<file path="config.mk">
export PLATFORM = sky130hd
export DESIGN_NAME = bcd_updown_counter_n
export DESIGN_NICKNAME = d
export VERILOG_FILES = /design/src/rtl/bcd_updown_counter_n.sv
export SDC_FILE = /design/constraint.sdc
export NUM_CORES = 1
export LEC_CHECK = 0
export BUFFER_PORTS_ARGS = -buffer_cell sky130_fd_sc_hd__buf_2
export CAP_MARGIN = 10
export CORE_MARGIN = 2
export CORE_UTILIZATION = 50
export DETAILED_ROUTE_END_ITERATION = 12
export GPL_TIMING_DRIVEN = 1
export PLACE_DENSITY = 0.81
export SKIP_LAST_GASP = 1
export SLEW_MARGIN = 20
export SYNTH_ARGS = -nofsm -noshare
export SYNTH_HDL_FRONTEND = slang
export SYNTH_SLANG_ARGS = --single-unit
export TNS_END_PERCENT = 5
</file>
<file path="constraint.sdc">
create_clock -name clk -period 6.5 [get_ports clk]
set_clock_uncertainty 0.15 [all_clocks]
set_input_delay 0.325 -clock clk [delete_from_list [all_inputs] [get_ports clk]]
set_output_delay 0.325 -clock clk [all_outputs]
set_load 0.1 [all_outputs]
</file>
<file path="src/rtl/bcd_updown_counter_n.sv">
// Multi-digit modulo-N up/down counter with parallel load, optional saturation, TC levels and wrap pulses.
// Latency: q/wrap pulses update on the edge that samples the request; tcu/tcd decode q combinationally.
// Backpressure: none, a request is accepted every cycle (load > up > down > hold).
module bcd_updown_counter_n #(
   parameter int DIGITS   = 4,
   parameter int MODULUS  = 10,
   parameter int SATURATE = 0
) (
   input  logic                clk,
   input  logic                rst_n,
   input  logic                en,
   input  logic                up,
   input  logic                dn,
   input  logic                load,
   input  logic [4*DIGITS-1:0] d,
   output logic [4*DIGITS-1:0] q,
   output logic                tcu,
   output logic                tcd,
   output logic                wrap_up,
   output logic                wrap_dn
);

   localparam int         W    = 4*DIGITS;
   localparam logic [3:0] MAXD = 4'(MODULUS-1);

   logic [W-1:0] q_inc;
   logic [W-1:0] q_dec;
   logic         carry_out;
   logic         borrow_out;
   logic         do_inc;
   logic         do_dec;

   assign do_inc = en & up & ~dn;
   assign do_dec = en & dn & ~up;

   // Carry ripples from the LSD; any digit at or above MAXD (including invalid loads) rolls to 0.
   always_comb begin : inc_path
      logic       c;
      logic [3:0] dig;
      q_inc = q;
      c     = 1'b1;
      dig   = 4'd0;
      for (int i = 0; i < DIGITS; i++) begin
         dig = q[4*i +: 4];
         if (c) begin
            if (dig >= MAXD) begin
               q_inc[4*i +: 4] = 4'd0;
            end else begin
               q_inc[4*i +: 4] = dig + 4'd1;
               c               = 1'b0;
            end
         end
      end
      carry_out = c;
   end

   // Only a zero digit borrows; an invalid digit simply steps down by one.
   always_comb begin : dec_path
      logic       b;
      logic [3:0] dig;
      q_dec = q;
      b     = 1'b1;
      dig   = 4'd0;
      for (int i = 0; i < DIGITS; i++) begin
         dig = q[4*i +: 4];
         if (b) begin
            if (dig == 4'd0) begin
               q_dec[4*i +: 4] = MAXD;
            end else begin
               q_dec[4*i +: 4] = dig - 4'd1;
               b               = 1'b0;
            end
         end
      end
      borrow_out = b;
   end

   always_comb begin : tc_decode
      tcu = 1'b1;
      for (int i = 0; i < DIGITS; i++) begin
         if (q[4*i +: 4] != MAXD) tcu = 1'b0;
      end
      tcd = (q == '0);
   end

   always_ff @(posedge clk or negedge rst_n) begin
      if (!rst_n) begin
         q       <= '0;
         wrap_up <= 1'b0;
         wrap_dn <= 1'b0;
      end else begin
         wrap_up <= 1'b0;
         wrap_dn <= 1'b0;
         if (load) begin
            q <= d;
         end else if (do_inc) begin
            if (!(carry_out && SATURATE != 0)) begin
               q       <= q_inc;
               wrap_up <= carry_out;
            end
         end else if (do_dec) begin
            if (!(borrow_out && SATURATE != 0)) begin
               q       <= q_dec;
               wrap_dn <= borrow_out;
            end
         end
      end
   end

endmodule

</file>
# ---- After elaboration in Yosys (flattened, before gate mapping)
# Index checks and enable logic that the tools add are counted.
dict set report op_classes {
  add_sub_neg 8
  n_lt_le_gt_ge 4
  eq_ne 7
  mux 40
  bitwise_logic 6
  reduce_logical 12
}
# operator count
set ops {}
lappend ops {{4-bit two-way mux} 14}
lappend ops {{16-bit two-way mux} 3}
lappend ops {{1-bit two-way mux} 23}
lappend ops {{4-bit by 1-bit adder with 4-bit output (second input constant)} 4}
lappend ops {{4-bit >= comparator (second input constant)} 4}
lappend ops {{16-bit zero test} 1}
lappend ops {{4-bit zero test} 4}
lappend ops {{4-bit != test (second input constant)} 4}
lappend ops {{4-bit by 1-bit subtractor with 4-bit output (second input constant)} 4}
lappend ops {{3-bit nonzero test} 4}
lappend ops {{3-bit by 2-bit != test with 1-bit output (second input constant)} 3}
lappend ops {{3-bit AND reduction} 3}
lappend ops {{1-bit AND} 4}
lappend ops {{1-bit inverter} 2}
dict set report word_totals {
  ff_bits 18
  input_bits 22
  wordCells 83
}

# ---- Longest topological paths before layout
# Gate-level depths: netlist (run 1).
dict set report logic_depth {
  ltp_word 8
  mapped_depth 7
}

# ---- Least setup slack after synthesis (run 1)
# Ideal clock, no wire load.
dict set report synth_path {
  path_type {flip-flop to output port}
  startpoint {reg q[15]}
  endpoint {out tcu}
  arrival_ns 4.272
  setup_slack_ns 1.753
  stages_incl_launch_ff 4
  path_buffers 1
  cell_sequence {dfrtp_1 -> clkbuf_1 -> nand2b_1 -> nor4_1}
}
dict set report synth_between {
  elab_chain_len 2
}
# item line_no
set synth_rtl {}
lappend synth_rtl {{from (decl)} 16} ;# output logic [4*DIGITS-1:0] q,
lappend synth_rtl {{from (signal assigned)} 98} ;# q <= q_inc;
lappend synth_rtl {{from (signal assigned)} 103} ;# q <= q_dec;
lappend synth_rtl {{4-bit != test} 81} ;# if (q[4*i +: 4] != MAXD) tcu = 1'b0;
lappend synth_rtl {{1-bit two-way mux} 81}
lappend synth_rtl {{to (decl)} 17} ;# output logic tcu,
# Every way passes these cells.

# ---- Worst setup path in the final report (run 1)
dict set report layout_path {
  startpoint {reg q[0]}
  endpoint {out tcd}
}
dict set report layout_between {
  elab_chain_len 1
}
# item line_no
set layout_rtl {}
lappend layout_rtl {{16-bit zero test} 83} ;# tcd = (q == '0);
lappend layout_rtl {{to (decl)} 18} ;# output logic tcd,
# Every way passes these cells.

==> results by group, run 1 <==
Timing
  – RSZ-0062 raised after global routing: false
  – Final Hold Fails: 0
  – Achievable Freq: roughly 350 MHz
  – Slew Limit Fails: 0
  – Fin crit period: 2.824 ns
  – Worst-Margin Slew: 0.6138 ns
  – Final setup viols: 0
  – Max-Slew Margin vs Limit: between 50% and 60%
  – Fin crit share: 43.44%
  – TNS Setup: 0 ns

GRT
  – First-pass GRT wire length: 7.990 mm
  – Vias in the first global route: approximately 1,700
  – Total grt overflow: 0
  – Gr usage total: 24.14%
  – Antenna violations before repair: 0
  – Largest net degree at the start of global routing: 31

Logic synthesis
  – Synthesized cell area: around 1800 sq um
  – Synth cell types: 56
  – Mean post-synth cell area: a little over 8 sq um
  – Cells after synthesis: 217
  – Register area share after synthesis: 25.25%
  – Top_reg_cell synth: dfrtp_1
  – Syn Nets: ~250
  – Register bit count reported by yosys: 18
  – EDFF count, synth: 0
  – Yosys warnings: 0
  – Ys async rst share: 100.0%

Routing
  – Total wire length: 4.641 mm
  – Post-route ant nets: 0
  – Detail-routed via count per cell: just over 6
  – DRC viols: 0
  – Drt wl/cell: between 15 and 20 um
  – 1st-iter DRT viols: 133
  – 1st-pass router iterations: 4
  – Vias: 1,807

Power
  – Flop pwr share: 30.7%
  – Maximum VDD drop: roughly 0.00013 V
  – Clk pwr share: 13.8%
  – Switch share: between 50% and 60%
  – Net switching power: 0.0002908 W
  – Pleak: 0.9126 nW
  – Logic pwr share: 55.5%
  – Cell Int Power: between 0.0002 and 0.00025 W
  – Power per cell area: ~260 nW/um^2

Setup path
  – Data arrival, critical path: 2.35 ns
  – Setup crit end kind: primary output
  – CP startpoint kind: register
  – Max FO, Critical Path: 10
  – Reg2reg setup slack: 4.00 ns
  – WP data required: 6.02 ns
  – CP Class: reg -> out

Clock network
  – CTS tree: done
  – Post-CTS Setup Bufs: 0
  – Root Buffer: clkbuf_4
  – TritonCTS Buffers: 3
  – CTS Sinks: 18
  – Clock Latency Late Sink: 0.30 ns
  – Max clock buf depth: 2
  – Clk slew on worst S/H paths: approximately 0.12 ns
  – H-tree levels: 1

Die
  – Die footprint: around 4000 sq um
  – Core Footprint: 3390 sq um
  – Starting Density: 52.64%
  – Die H: between 60 and 70 um
  – Chip width: about 64 um
  – Top Ports: 42
  – Row count: 21

Layout
  – Most frequent cells in the layout: buf_2, nand2_1, dfrtp_1
  – Filler cell count: 316
  – Layout cell share with drive strength beyond 1: around a quarter
  – Area delta synth->final: 15.01%
  – Final Util: 60.54%
  – Final #Nets: slightly below 300
  – Antenna diodes: 0
  – Leading cell type in the layout, fill and taps excluded: buf_2

Placed design
  – GPL Wtd Cong: just under 0.9
  – Post-DP HPWL: 3.355 mm
  – Buffers on Ports: 41

Worst hold path
  – Worst hold path type: in -> reg

Run status
  – Status: finished, final reports clean

Flow run
  – Max-cap violations: 0
## flip-flops by register name, indices dropped and copies added (netlist names)
signal and flops:
q 16, wrap_dn 1, wrap_up 1
## power by group through the flow
| stage | sequential [W] | clock (W) | combinational [W] |
|---|---|---|---|
| CTS | 0.000163 | 0.0000751 | 0.000295 |
| global placement | 0.000164 | 0 | 0.000292 |
| detailed placement | 0.000165 | 0 | 0.000293 |
| finish | 0.000164 | 0.0000741 | 0.000298 |
| floorplan | 0.000270 | 0 | 0.000131 |
| global route | 0.000169 | 0.0000790 | 0.000318 |
## critical path, cell delays in order (launching register included)
cell     delay, ns
dfrtp_1       0.50
inv_1         0.09
ha_1          0.29
or3b_1        0.40
nor2_1        0.15
and3_1        0.19
buf_2         0.43
## kinds of logic after synthesis
family	synth area share (%)
adder cells (fa/ha/maj)	9.117
AND/OR/NAND/NOR	26.65
buffers and inverters	6.101
AO/OA/AOI/OAI	26.72
multiplexers	6.171
flip-flops	25.25
## layer usage
metal  wire, um  global-route usage [%]
met1       2087                   31.64
met2       2254                   41.05
met3        264                   4.754
met4         34                   5.435
met5          0                       0
## worst paths after layout
| check | startpoint | end | cells after the start |
|---|---|---|---|
| worst max-delay path | q[0]$_DFFE_PN0P_ | tcd | 6 |
| worst min-delay path | d[0] | q[0]$_DFFE_PN0P_ | 2 |
| worst max register to register | q[8]$_DFFE_PN0P_ | q[12]$_DFFE_PN0P_ | 7 |
| worst min register to register | q[13]$_DFFE_PN0P_ | q[13]$_DFFE_PN0P_ | 1 |
| max in group asynchronous | rst_n | wrap_up$_DFF_PN0_ | 2 |
| min in group asynchronous | rst_n | q[5]$_DFFE_PN0P_ | 2 |
## cells in the mapped netlist (2+ instances only)
cell type | number | area (sq um)
o311ai_0 | 2 | 17.52
o21a_1 | 2 | 15.01
o32a_1 | 2 | 20.02
nand2_1 | 20 | 75.07
clkbuf_1 | 5 | 18.77
o21bai_1 | 4 | 30.03
buf_2 | 6 | 30.03
a31oi_1 | 6 | 37.54
nand4_1 | 4 | 25.02
o31ai_1 | 2 | 15.01
mux2i_1 | 5 | 50.05
or3b_2 | 2 | 17.52
or3b_1 | 2 | 17.52
nor2_1 | 9 | 33.78
nor3b_1 | 5 | 37.54
mux2_2 | 4 | 45.04
a41oi_1 | 2 | 17.52
a21o_1 | 2 | 15.01
o211a_1 | 2 | 20.02
or3_1 | 2 | 12.51
dfrtp_1 | 18 | 450.4
nor4_1 | 4 | 25.02
nand3_1 | 8 | 40.04
a21oi_1 | 12 | 60.06
nand2b_1 | 5 | 31.28
ha_1 | 13 | 162.7
o22ai_1 | 6 | 37.54
o21ai_1 | 3 | 15.01
o21ai_0 | 12 | 60.06
nor3_1 | 3 | 15.01
inv_1 | 15 | 56.30
nand3b_1 | 3 | 22.52
nor2b_1 | 4 | 25.02
## what timing repair did
action,4_1_cts,5_1_grt
setup endpoints to repair,0,0
hold buffers,1,0
endpoints found under the hold margin,18,0
resized for setup,0,0
## through the flow
stage	hold slack [ns]	power (W)	cell area [sq um]	cells	setup WS, ns
final	0.07422	0.0005362	2052	299	3.676
after global routing	0.07706	0.0005659	2052	299	3.524
after CTS	0.07377	0.0005335	2052	299	3.689
after detailed placement	0.1438	0.0004581	2006	294	4.028
after global placement	0.1378	0.0004563	2006	294	4.035
after floorplan	-0.1206	0.0004013	1784	217	1.753
## cell type report
type	instances	area (sq um)	area share (%)
clock buffer	4	36.28	1.768
inverter	16	60.06	2.927
multi-input combinational	172	1225	59.69
sequential	18	450.4	21.95
tap	46	57.56	2.805
timing repair buffer	43	222.7	10.85
(Power assumes the default switching activity.)
==> inputs of run 2 (changes only) <==
clock period = 2.9 ns   (was 6.5 ns; I/O delays follow)
==> run 2 against run 1 <==
Effect of this change:
- largest power group unchanged
- die area did not move
- first-iteration DRC count up 17%
- sequential power increased by 120%
- register-to-register slack lost 3.7 ns
==> results by group, run 2 (same netlist as run 1, synthesis figures left out) <==
Run status
  – Status: finished, final reports clean

Placed design
  – Buffers on Ports: 41 (unchanged)
  – Pre-CTS setup slack: 0.4029 ns (-3.625 ns)
  – Placed instance area: 2043 sq um (+1.9%)
  – GPL Wtd Cong: 0.9155 (+5.1%)
  – Post-DP HPWL: 3.469 mm (+3.4%)

Power
  – Pleak: 0.9637 nW (+5.6%)
  – Design Power: 0.001180 W (+120%)
  – Maximum VDD drop: 0.0004171 V (+220%)
  – Power per cell area: 547.6 nW/um^2 (+110%)

Setup path
  – CP startpoint kind: register
  – CP Class: reg -> out
  – Max FO, Critical Path: 10 (unchanged)
  – Setup crit end kind: primary output
  – Data arrival, critical path: 2.38 ns (+0.03 ns)
  – WP data required: 2.61 ns (-3.41 ns)

Timing
  – Fin crit share: ~92%
  – RSZ-0062 raised after global routing: false
  – Worst-Margin Slew: 0.5695 ns (-0.04423 ns)
  – Final Hold Fails: 0 (unchanged)
  – Fin crit period: 2.672 ns
  – Final setup viols: 0 (unchanged)
  – Setup WS post-layout: 0.2282 ns (-3.448 ns)
  – Achievable Freq: 374.3 MHz
  – Slew Limit Fails: 0 (unchanged)
  – Max-Slew Margin vs Limit: 61.78% (+2.7 points)

Layout
  – Fin area: 2156 sq um (+5.1%)
  – Multi-input logic area: 1240 sq um (+1.2%)
  – Max reg flops: 16 (unchanged)
  – Biggest regs: q (16), wrap_dn (1), wrap_up (1)
  – Area delta synth->final: 20.83%
  – Most frequent cells in the layout: buf_2, nand2_1, dfrtp_1
  – Biggest register: q
  – Filler cell count: 299 (-5.4%)
  – Leading cell type in the layout, fill and taps excluded: buf_2
  – Final #Nets: 300 (+3.8%)
  – Layout cell share with drive strength beyond 1: 23.57% (+0.25 points)
  – Register Area: 450.4 sq um (unchanged)
  – Antenna diodes: 0 (unchanged)

Die
  – Top Ports: 42 (unchanged)
  – Chip width: 63.74 um (unchanged)
  – Row count: 21 (unchanged)
  – Starting Density: 52.64% (unchanged)
  – Die footprint: 4062 sq um (unchanged)
  – Die H: 63.74 um (unchanged)
  – Core Footprint: 3390 sq um (unchanged)

GRT
  – Total grt overflow: 0 (unchanged)
  – Gr usage total: 23.93% (-0.21 points)
  – Antenna violations before repair: 0 (unchanged)
  – Largest net degree at the start of global routing: 31 (unchanged)
  – Vias in the first global route: 1,630 (-4.7%)
  – First-pass GRT wire length: 7.790 mm (-2.5%)

Clock network
  – TritonCTS Buffers: 3 (unchanged)
  – Post-CTS Setup Bufs: 0 (unchanged)
  – Clk slew on worst S/H paths: 0.11 ns (about the same)
  – H-tree levels: 1 (unchanged)
  – PostCTS Resize Cnt: 0 (unchanged)
  – Cts hold-fix bufs: 9 (+8)
  – CTS Sinks: 18 (unchanged)
  – Clock Latency Late Sink: 0.30 ns (about the same)
  – Max clock buf depth: 2 (unchanged)
  – Root Buffer: clkbuf_4
  – CTS tree: done

Flow run
  – Max-cap violations: 0 (unchanged)

Routing
  – Wire length on met3: 368 um (+39%)
  – Uppermost layer routed: met4
  – Vias: 1,847 (+2.2%)
  – Drt wl/cell: 15.23 um (-1.9%)
  – WL met2: 2.194 mm (-2.7%)
  – 1st-iter DRT viols: 156 (+17%)
  – Post-route ant nets: 0 (unchanged)
  – Detail-routed via count per cell: 5.977 (-1.1%)
  – DRC viols: 0 (unchanged)
  – 1st-pass router iterations: 5 (+1)
  – Total wire length: 4.706 mm (+1.4%)
  – Routed met1 length: 2.082 mm (-0.24%)

Worst hold path
  – Worst hold path type: in -> reg
[run 2: cell types whose count changed in the layout (fill, tap and decap cells not counted)]
cell and change:
clkbuf_8 -1, buf_4 +3, nor4_1 -1, nor4_4 +1, dlygate4sd3_1 +8
[run 2: worst paths after layout]
check	endpoint	from	cells past startpoint	slack (ns)
setup / recovery	tcd	q[0]$_DFFE_PN0P_	6	0.23
hold / removal	q[2]$_DFFE_PN0P_	d[2]	3	0.02
setup reg to reg	q[15]$_DFFE_PN0P_	q[8]$_DFFE_PN0P_	7	0.35
hold reg to reg	q[13]$_DFFE_PN0P_	q[13]$_DFFE_PN0P_	1	0.49
max in group asynchronous	q[9]$_DFFE_PN0P_	rst_n	2	2.16
min in group asynchronous	q[7]$_DFFE_PN0P_	rst_n	2	0.14
[run 2: metrics by stage]
stage                     utilization (%)  hold WS (ns)  TNS (ns)  std cells
after global placement              60.28      -0.04362         0        297
after floorplan                         -       -0.3006   -0.4554        217
after CTS                           63.60       0.01993         0        309
after global routing                63.60       0.03705         0        309
final                               63.60       0.01558         0        309
after detailed placement            60.28      -0.04041         0        297
[run 2: report_power, final]
group	leakage (nW)	total (W)	switching, W	internal [W]
Sequential	0.219	0.000367	0.0000801	0.000286
Clock	0.0138	0.000135	0.0000869	0.0000485
Combinational	0.731	0.000679	0.000481	0.000198
Total	0.964	0.00118	0.000648	0.000532
[run 2: area by class of cell]
| class | count | share of cell area [%] |
|---|---|---|
| multi-input combinational | 172 | 57.52 |
| sequential | 18 | 20.89 |
| clock buffer | 3 | 1.045 |
| tap | 46 | 2.670 |
| inverter | 16 | 2.786 |
| timing repair buffer | 54 | 15.09 |
[run 2: per-layer routing]
metal / global-route usage [%] / up-vias
met1: 33.66 / 853
met2: 38.29 / 80
met3: 3.521 / 8
met4: 6.522 / 0
met5: 0 / -
li1: - / 906
[run 2: worst max-delay path: stages (launching register included)]
cell and delay (ns):
dfrtp_1 0.50, inv_1 0.10, ha_1 0.28, or3b_1 0.39, nor2_1 0.16, and3_1 0.20
buf_2 0.43
